$ cat src/rtl/slave_port_adapter.sv
// slave_port_adapter: per-master AXI4 crossbar port that decodes addresses, slices requests onto the arbitrated buses and returns R/B; DECERR_RESP_EN adds local decode-error responses
module slave_port_adapter #(
  parameter int N          = 2,
  parameter int M          = 2,
  parameter int WIDTH      = 32,
  parameter int ID_WIDTH   = 4,
  parameter int ADDR_WIDTH = 32,
  parameter int LOG_N      = (N > 1) ? $clog2(N) : 1,
  parameter int LOG_M      = (M > 1) ? $clog2(M) : 1,
  parameter int PORT_IDX   = 0,
  parameter int SEL_LSB    = 28,
  parameter int WQ_DEPTH   = 4
) (
  input  logic                  clk,
  input  logic                  rst,
  input  logic                  s_axi_arvalid,
  output logic                  s_axi_arready,
  input  logic [ID_WIDTH-1:0]   s_axi_arid,
  input  logic [ADDR_WIDTH-1:0] s_axi_araddr,
  input  logic [7:0]            s_axi_arlen,
  input  logic [2:0]            s_axi_arsize,
  input  logic [1:0]            s_axi_arburst,
  input  logic                  s_axi_awvalid,
  output logic                  s_axi_awready,
  input  logic [ID_WIDTH-1:0]   s_axi_awid,
  input  logic [ADDR_WIDTH-1:0] s_axi_awaddr,
  input  logic [7:0]            s_axi_awlen,
  input  logic [2:0]            s_axi_awsize,
  input  logic [1:0]            s_axi_awburst,
  input  logic                  s_axi_wvalid,
  output logic                  s_axi_wready,
  input  logic [WIDTH-1:0]      s_axi_wdata,
  input  logic [WIDTH/8-1:0]    s_axi_wstrb,
  input  logic                  s_axi_wlast,
  output logic                  s_axi_rvalid,
  input  logic                  s_axi_rready,
  output logic [ID_WIDTH-1:0]   s_axi_rid,
  output logic [WIDTH-1:0]      s_axi_rdata,
  output logic [1:0]            s_axi_rresp,
  output logic                  s_axi_rlast,
  output logic                  s_axi_bvalid,
  input  logic                  s_axi_bready,
  output logic [ID_WIDTH-1:0]   s_axi_bid,
  output logic [1:0]            s_axi_bresp,
  output logic                  busARVld_o,
  input  logic                  busARRdy_i,
  output logic [ADDR_WIDTH-1:0] busARAddr_o,
  output logic [ID_WIDTH-1:0]   busARId_o,
  output logic [7:0]            busARLen_o,
  output logic [2:0]            busARSz_o,
  output logic [1:0]            busARBurst_o,
  output logic [LOG_N-1:0]      busARSrc_o,
  output logic [LOG_M-1:0]      busARDst_o,
  output logic                  busAWVld_o,
  input  logic                  busAWRdy_i,
  output logic [ADDR_WIDTH-1:0] busAWAddr_o,
  output logic [ID_WIDTH-1:0]   busAWId_o,
  output logic [7:0]            busAWLen_o,
  output logic [2:0]            busAWSz_o,
  output logic [1:0]            busAWBurst_o,
  output logic [LOG_N-1:0]      busAWSrc_o,
  output logic [LOG_M-1:0]      busAWDst_o,
  output logic                  busWVld_o,
  input  logic                  busWRdy_i,
  output logic [WIDTH-1:0]      busWData_o,
  output logic [WIDTH/8-1:0]    busWStrb_o,
  output logic                  busWLast_o,
  output logic [LOG_N-1:0]      busWSrc_o,
  output logic [LOG_M-1:0]      busWDst_o,
  input  logic                  busRVld_i,
  output logic                  busRRdy_o,
  input  logic [WIDTH-1:0]      busRData_i,
  input  logic [ID_WIDTH-1:0]   busRId_i,
  input  logic [1:0]            busRResp_i,
  input  logic                  busRLast_i,
  input  logic                  busBVld_i,
  output logic                  busBRdy_o,
  input  logic [ID_WIDTH-1:0]   busBId_i,
  input  logic [1:0]            busBResp_i
);
  localparam int LQ = $clog2(WQ_DEPTH);
  logic ar_full, aw_full, w_full, ar_hs, aw_hs, w_hs, ar_err, aw_err;
  logic head_err, wq_full, wq_empty, wq_pop, r_busy, b_busy;
  logic [LOG_M-1:0] ar_dst, aw_dst;
  logic [LQ:0] wq_cnt;
  logic [LQ-1:0] wq_wp, wq_rp;
  logic [LOG_M:0] wq_mem [WQ_DEPTH];
  logic [7:0] r_cnt;
  logic [ID_WIDTH-1:0] r_id, b_id;
  assign ar_dst = s_axi_araddr[SEL_LSB +: LOG_M];
  assign aw_dst = s_axi_awaddr[SEL_LSB +: LOG_M];
  assign wq_full = wq_cnt == (LQ+1)'(WQ_DEPTH);
  assign wq_empty = wq_cnt == '0;
  assign head_err = wq_mem[wq_rp][LOG_M];
  assign s_axi_arready = !ar_full && !r_busy;
  assign s_axi_awready = !aw_full && !wq_full;
  assign s_axi_wready = !wq_empty && (head_err ? !b_busy : !w_full);
  assign ar_hs = s_axi_arvalid && s_axi_arready;
  assign aw_hs = s_axi_awvalid && s_axi_awready;
  assign w_hs = s_axi_wvalid && s_axi_wready;
  assign wq_pop = (w_full && busWRdy_i && busWLast_o) || (w_hs && head_err && s_axi_wlast);
  assign busARVld_o = ar_full;
  assign busAWVld_o = aw_full;
  assign busWVld_o = w_full;
  assign busARSrc_o = LOG_N'(PORT_IDX);
  assign busAWSrc_o = LOG_N'(PORT_IDX);
  assign busWSrc_o = LOG_N'(PORT_IDX);
  assign busWDst_o = wq_mem[wq_rp][LOG_M-1:0];
  assign s_axi_rvalid = r_busy ? 1'b1 : busRVld_i;
  assign s_axi_rid = r_busy ? r_id : busRId_i;
  assign s_axi_rdata = r_busy ? '0 : busRData_i;
  assign s_axi_rresp = r_busy ? 2'b11 : busRResp_i;
  assign s_axi_rlast = r_busy ? r_cnt == 8'd0 : busRLast_i;
  assign busRRdy_o = !r_busy && s_axi_rready;
  assign s_axi_bvalid = b_busy ? 1'b1 : busBVld_i;
  assign s_axi_bid = b_busy ? b_id : busBId_i;
  assign s_axi_bresp = b_busy ? 2'b11 : busBResp_i;
  assign busBRdy_o = !b_busy && s_axi_bready;
  // AR slice: one entry, refilled only after the bus has taken the previous request
  always_ff @(posedge clk) begin
    if (rst) begin
      ar_full <= 1'b0;
      busARAddr_o <= '0;
      busARId_o <= '0;
      busARLen_o <= '0;
      busARSz_o <= '0;
      busARBurst_o <= '0;
      busARDst_o <= '0;
    end else if (ar_hs && !ar_err) begin
      ar_full <= 1'b1;
      busARAddr_o <= s_axi_araddr;
      busARId_o <= s_axi_arid;
      busARLen_o <= s_axi_arlen;
      busARSz_o <= s_axi_arsize;
      busARBurst_o <= s_axi_arburst;
      busARDst_o <= ar_dst;
    end else if (busARRdy_i) ar_full <= 1'b0;
  end
  // AW slice: same shape as AR; decode errors never occupy the slice
  always_ff @(posedge clk) begin
    if (rst) begin
      aw_full <= 1'b0;
      busAWAddr_o <= '0;
      busAWId_o <= '0;
      busAWLen_o <= '0;
      busAWSz_o <= '0;
      busAWBurst_o <= '0;
      busAWDst_o <= '0;
    end else if (aw_hs && !aw_err) begin
      aw_full <= 1'b1;
      busAWAddr_o <= s_axi_awaddr;
      busAWId_o <= s_axi_awid;
      busAWLen_o <= s_axi_awlen;
      busAWSz_o <= s_axi_awsize;
      busAWBurst_o <= s_axi_awburst;
      busAWDst_o <= aw_dst;
    end else if (busAWRdy_i) aw_full <= 1'b0;
  end
  // W slice: beats for errored bursts are swallowed instead of captured
  always_ff @(posedge clk) begin
    if (rst) begin
      w_full <= 1'b0;
      busWData_o <= '0;
      busWStrb_o <= '0;
      busWLast_o <= 1'b0;
    end else if (w_hs && !head_err) begin
      w_full <= 1'b1;
      busWData_o <= s_axi_wdata;
      busWStrb_o <= s_axi_wstrb;
      busWLast_o <= s_axi_wlast;
    end else if (busWRdy_i) w_full <= 1'b0;
  end
  // W-destination queue: one {err,dst} per accepted AW, retired when its last beat leaves
  always_ff @(posedge clk) begin
    if (rst) begin
      wq_cnt <= '0;
      wq_wp <= '0;
      wq_rp <= '0;
      for (int i = 0; i < WQ_DEPTH; i++) wq_mem[i] <= '0;
    end else begin
      if (aw_hs) begin
        wq_mem[wq_wp] <= {aw_err, aw_dst};
        wq_wp <= wq_wp + LQ'(1);
      end
      if (wq_pop) wq_rp <= wq_rp + LQ'(1);
      wq_cnt <= wq_cnt + (LQ+1)'(aw_hs) - (LQ+1)'(wq_pop);
    end
  end
`ifdef DECERR_RESP_EN
  typedef enum logic {R_IDLE, R_ERR} r_state_t;
  typedef enum logic {B_IDLE, B_ERR} b_state_t;
  r_state_t r_st;
  b_state_t b_st;
  logic [ID_WIDTH-1:0] wq_id [WQ_DEPTH];
  assign ar_err = {1'b0, ar_dst} >= (LOG_M+1)'(M);
  assign aw_err = {1'b0, aw_dst} >= (LOG_M+1)'(M);
  assign r_busy = r_st == R_ERR;
  assign b_busy = b_st == B_ERR;
  // Read decode-error FSM: plays out arlen+1 local error beats
  always_ff @(posedge clk) begin
    if (rst) begin
      r_st <= R_IDLE;
      r_cnt <= '0;
      r_id <= '0;
    end else if (r_st == R_IDLE) begin
      if (ar_hs && ar_err) begin
        r_st <= R_ERR;
        r_cnt <= s_axi_arlen;
        r_id <= s_axi_arid;
      end
    end else if (s_axi_rready) begin
      r_cnt <= r_cnt - 8'd1;
      if (r_cnt == 8'd0) r_st <= R_IDLE;
    end
  end
  // Write decode-error FSM: issues the local B once the absorbed burst ends
  always_ff @(posedge clk) begin
    if (rst) begin
      b_st <= B_IDLE;
      b_id <= '0;
      for (int i = 0; i < WQ_DEPTH; i++) wq_id[i] <= '0;
    end else begin
      if (aw_hs) wq_id[wq_wp] <= s_axi_awid;
      if (b_st == B_IDLE && w_hs && head_err && s_axi_wlast) begin
        b_st <= B_ERR;
        b_id <= wq_id[wq_rp];
      end else if (b_st == B_ERR && s_axi_bready) b_st <= B_IDLE;
    end
  end
`else
  assign ar_err = 1'b0;
  assign aw_err = 1'b0;
  assign r_busy = 1'b0;
  assign b_busy = 1'b0;
  assign r_cnt = '0;
  assign r_id = '0;
  assign b_id = '0;
`endif
endmodule

$ cat config.mk
export PLATFORM = sky130hd
export DESIGN_NAME = slave_port_adapter
export DESIGN_NICKNAME = d
export VERILOG_FILES = /design/src/rtl/slave_port_adapter.sv
export SDC_FILE = /design/constraint.sdc
export NUM_CORES = 1
export LEC_CHECK = 0
export BUFFER_PORTS_ARGS = -buffer_cell sky130_fd_sc_hd__buf_2
export CAP_MARGIN = 25
export CORE_AREA = 10 10 141 143
export DETAILED_ROUTE_END_ITERATION = 8
export DIE_AREA = 0 0 151 153
export PLACE_DENSITY = 0.69
export SYNTH_ARGS = -nofsm -noshare
export SYNTH_HDL_FRONTEND = slang
export SYNTH_SLANG_ARGS = --single-unit
$ cat constraint.sdc
create_clock -name clk -period 3.17 [get_ports clk]
set_input_delay 0.634 -clock clk [delete_from_list [all_inputs] [get_ports clk]]
set_output_delay 0.634 -clock clk [all_outputs]
set_load 0.01 [all_outputs]
==> flow_summary.json <==
{
  "first_iter_violations": 190,
  "power_leakage_uw": 0.00371,
  "synthCells": 611,
  "routed_length_per_instance_um": 16.1,
  "synth_seq_area_share_pct": 51.3,
  "tightestPinTransition_ns": 0.992,
  "worst_hold_path_type": "in2reg",
  "report.final.slew_viol_count": 0,
  "cts_htree_levels": 4,
  "skew_final_ns": 0.00967,
  "yosys_most_used_dff": "dfxtp_1",
  "whs_path_depth": 2,
  "tritoncts": "built",
  "report.final.hold_viol_count": 0,
  "rrSetupSlack_ns": 1.12,
  "clock-root-buffer": "clkbuf_16",
  "numClockSinks": 151,
  "layout-drive-gt1-share_pct": 39.9,
  "ios": 388,
  "sequential_cell_area_mm2": 0.00306,
  "power_density_mw_per_mm2": 680,
  "post_cts_hold_fix_bufs": 0,
  "placed_cell_area_mm2": 0.00716,
  "rsz_0062_raised_after_global_routing": "no",
  "drt-vias-per-instance": 4.47,
  "cts-resized-gates": 0,
  "maxClockFrequency_mhz": 484,
  "vias_in_the_first_global_route": 4765,
  "die_area_mm2": 0.0231,
  "postCtsSetupRepairBufs": 0,
  "hold-path-endpoint": "busAWAddr_o[30]",
  "cp_max_fo": 6,
  "layout_min_cycle_time_ns": 2.06,
  "antenna_viol_nets_final": 0,
  "finish.instance_area_mm2": 0.00779,
  "ys_top_cells_by_count": "147 x dfxtp_1, 99 x nand2_1, 79 x nand2b_1, 57 x buf_4, 52 x a21oi_1",
  "synthMostInstantiatedCell": "dfxtp_1",
  "synthesis.area_mm2": 0.00597,
  "clk_pin_slew_ns": 0.07,
  "chipWidth_um": 151,
  "cpPeakStageDelay_ns": 0.40,
  "postRouteWirelength_um": 17200,
  "drtPass1Iterations": 4,
  "maximum_number_of_pins_on_one_net_before_global_route_repair": 71,
  "routed-via-count": 4788,
  "outcome": "complete, no violations",
  "multi_input_comb_area_mm2": 0.00230,
  "slew_headroom_pct": 33.9,
  "average_cell_area_after_synthesis_um2": 9.77,
  "criticalPathCategory": "reg2out",
  "finalSetupTns_ns": 0,
  "share_of_the_clock_period_used_by_the_worst_path_pct": 65.1,
  "worst_min_delay_path_startpoint": "s_axi_awaddr[30]",
  "synth_area_leader_cell": "dfxtp_1",
  "cap_viol_max_count": 0,
  "initial_core_util_pct": 35.0,
  "grt_antenna_before_repair": 0,
  "synth_warn": 0,
  "synth_top_cell_area_share_pct": 49.3,
  "critical_path.endpoint_type": "output port",
  "ys_async_sr_fraction_pct": 0,
  "worst_r2r_endpoint": "wq_cnt[2]",
  "finish.net_count": 1026,
  "synth_enable_flop_cells": 4,
  "clock_tree.buffer_depth": 2,
  "dieHeight_um": 153,
  "depth_of_the_most_critical_reg_to_reg_path": 9,
  "floorplan.rows": 48,
  "critPathArrivalTime_ns": 1.43,
  "clkLatencyLatePin_ns": 0.42,
  "critPathRequiredTime_ns": 2.54,
  "grt.total_usage_pct": 14.1,
  "regToRegStartpoint": "busWVld_o",
  "grt-ovfl-total": 0,
  "place.gp.congestion": 0.789,
  "design.core.area_mm2": 0.0171,
  "cts_inserted_buffers": 17,
  "area.growth.synth_to_final_pct": 30.5,
  "netlist_cell_types": 36,
  "filler_cell_count": 1669,
  "setup_viol": 0,
  "synth-seq-cells": 151,
  "hold_ws_ns": 0.430,
  "worst_setup_sp_type": "register",
  "remaining_drc_errors": 0,
  "yosys-top-cells-area": "dfxtp_1 49%, nand2b_1 8.3%, a22o_1 7.2%, buf_4 7.2%, nand2_1 6.2%",
  "critical_path_cell_sequence": "nor3_1, nor2_1, buf_2",
  "crit_slowest_cell": "nor3_1",
  "grt_first_pass_wirelength_um": 26000,
  "hpwlAfterDp_um": 13200,
  "vdd.ir_drop.worst_uv": 356,
  "port-buffer-count": 286
}
-- flip-flops by register name, summed over array words and instances (netlist names), 4 cells and up, named ones only --
signal       flops
busARAddr_o     32
busARId_o        4
busARLen_o       8
busAWAddr_o     32
busAWId_o        4
busAWLen_o       8
busWData_o      32
busWStrb_o       4
wq_mem           4
-- kinds of logic after synthesis --
logic type,Yosys count,synth area share [%]
adder cells (fa/ha/maj),3,0.754
AO/OA/AOI/OAI,108,12.6
buffers and inverters,100,10.6
XOR/XNOR,3,0.440
AND/OR/NAND/NOR,207,17.6
multiplexers,38,6.58
other,1,0.0628
flip-flops,151,51.3
-- layer usage --
| layer | vias to the layer above | GRT usage (%) | wire [um] |
|---|---|---|---|
| met4 | 0 | 5.36 | 353 |
| met2 | 222 | 22.8 | 8010 |
| met3 | 22 | 6.70 | 1940 |
| met5 | - | 0 | 0 |
| li1 | 2422 | - | - |
| met1 | 2122 | 15.6 | 6880 |
-- layout by cell type, fill, tap and decap left out, drive strengths merged, types with 2 or more instances in the layout --
master / n
buf: 293
dfxtp: 147
nand2: 99
nand2b: 79
a21oi: 53
a22o: 49
mux2i: 37
clkbuf: 17
inv: 15
nor2: 10
edfxtp: 4
nor2b: 4
and3: 3
conb: 3
bufinv: 3
nor3b: 3
a21o: 2
nand4: 2
a31o: 2
nor3: 2
and2: 2
xor2: 2
ha: 2
clkinvlp: 2
-- cell type report --
type / count / area share [%]
well taps: 225 / 3.61
clock buffers: 17 / 5.46
repair buffers: 293 / 19.2
multi-input cells: 362 / 29.5
flip-flops and latches: 151 / 39.3
inverters: 6 / 0.289
diodes: 1 / 0.0321
clock inverters: 15 / 2.60
-- worst max-delay path: cells and delay by family (launching register included) --
family / cells / cell delay [ns]
buf+inv: 1 / 0.16
simple gates: 2 / 0.48
flops: 1 / 0.37
-- worst max-delay path by stage --
stage	from	end	slack [ns]	cells past startpoint
2_1_floorplan	busWRdy_i	wq_cnt[2]	1.02	9
6_report	wq_cnt[1]	s_axi_wready	1.11	3
4_1_cts	wq_cnt[1]	s_axi_wready	1.06	3
3_5_place_dp	s_axi_awvalid	wq_cnt[2]	0.78	10
5_1_grt	busAWVld_o	wq_cnt[2]	0.95	9
3_3_place_gp	busWRdy_i	wq_cnt[2]	0.84	10
-- power by group --
part,internal [uW],switching (uW)
registers,2110,111
clock network,1270,867
logic,436,506
-- through the flow --
stage	instances	utilization, %	setup WS [ns]	total power [uW]
2_1_floorplan	613	-	1.02	2890
3_3_place_gp	1037	42.0	0.839	3210
3_5_place_dp	1037	42.0	0.782	3220
4_1_cts	1069	45.7	1.06	5390
5_1_grt	1069	45.7	0.950	5570
6_report	1070	45.7	1.11	5300
No activity file was read; power rests on OpenSTA's default activity.
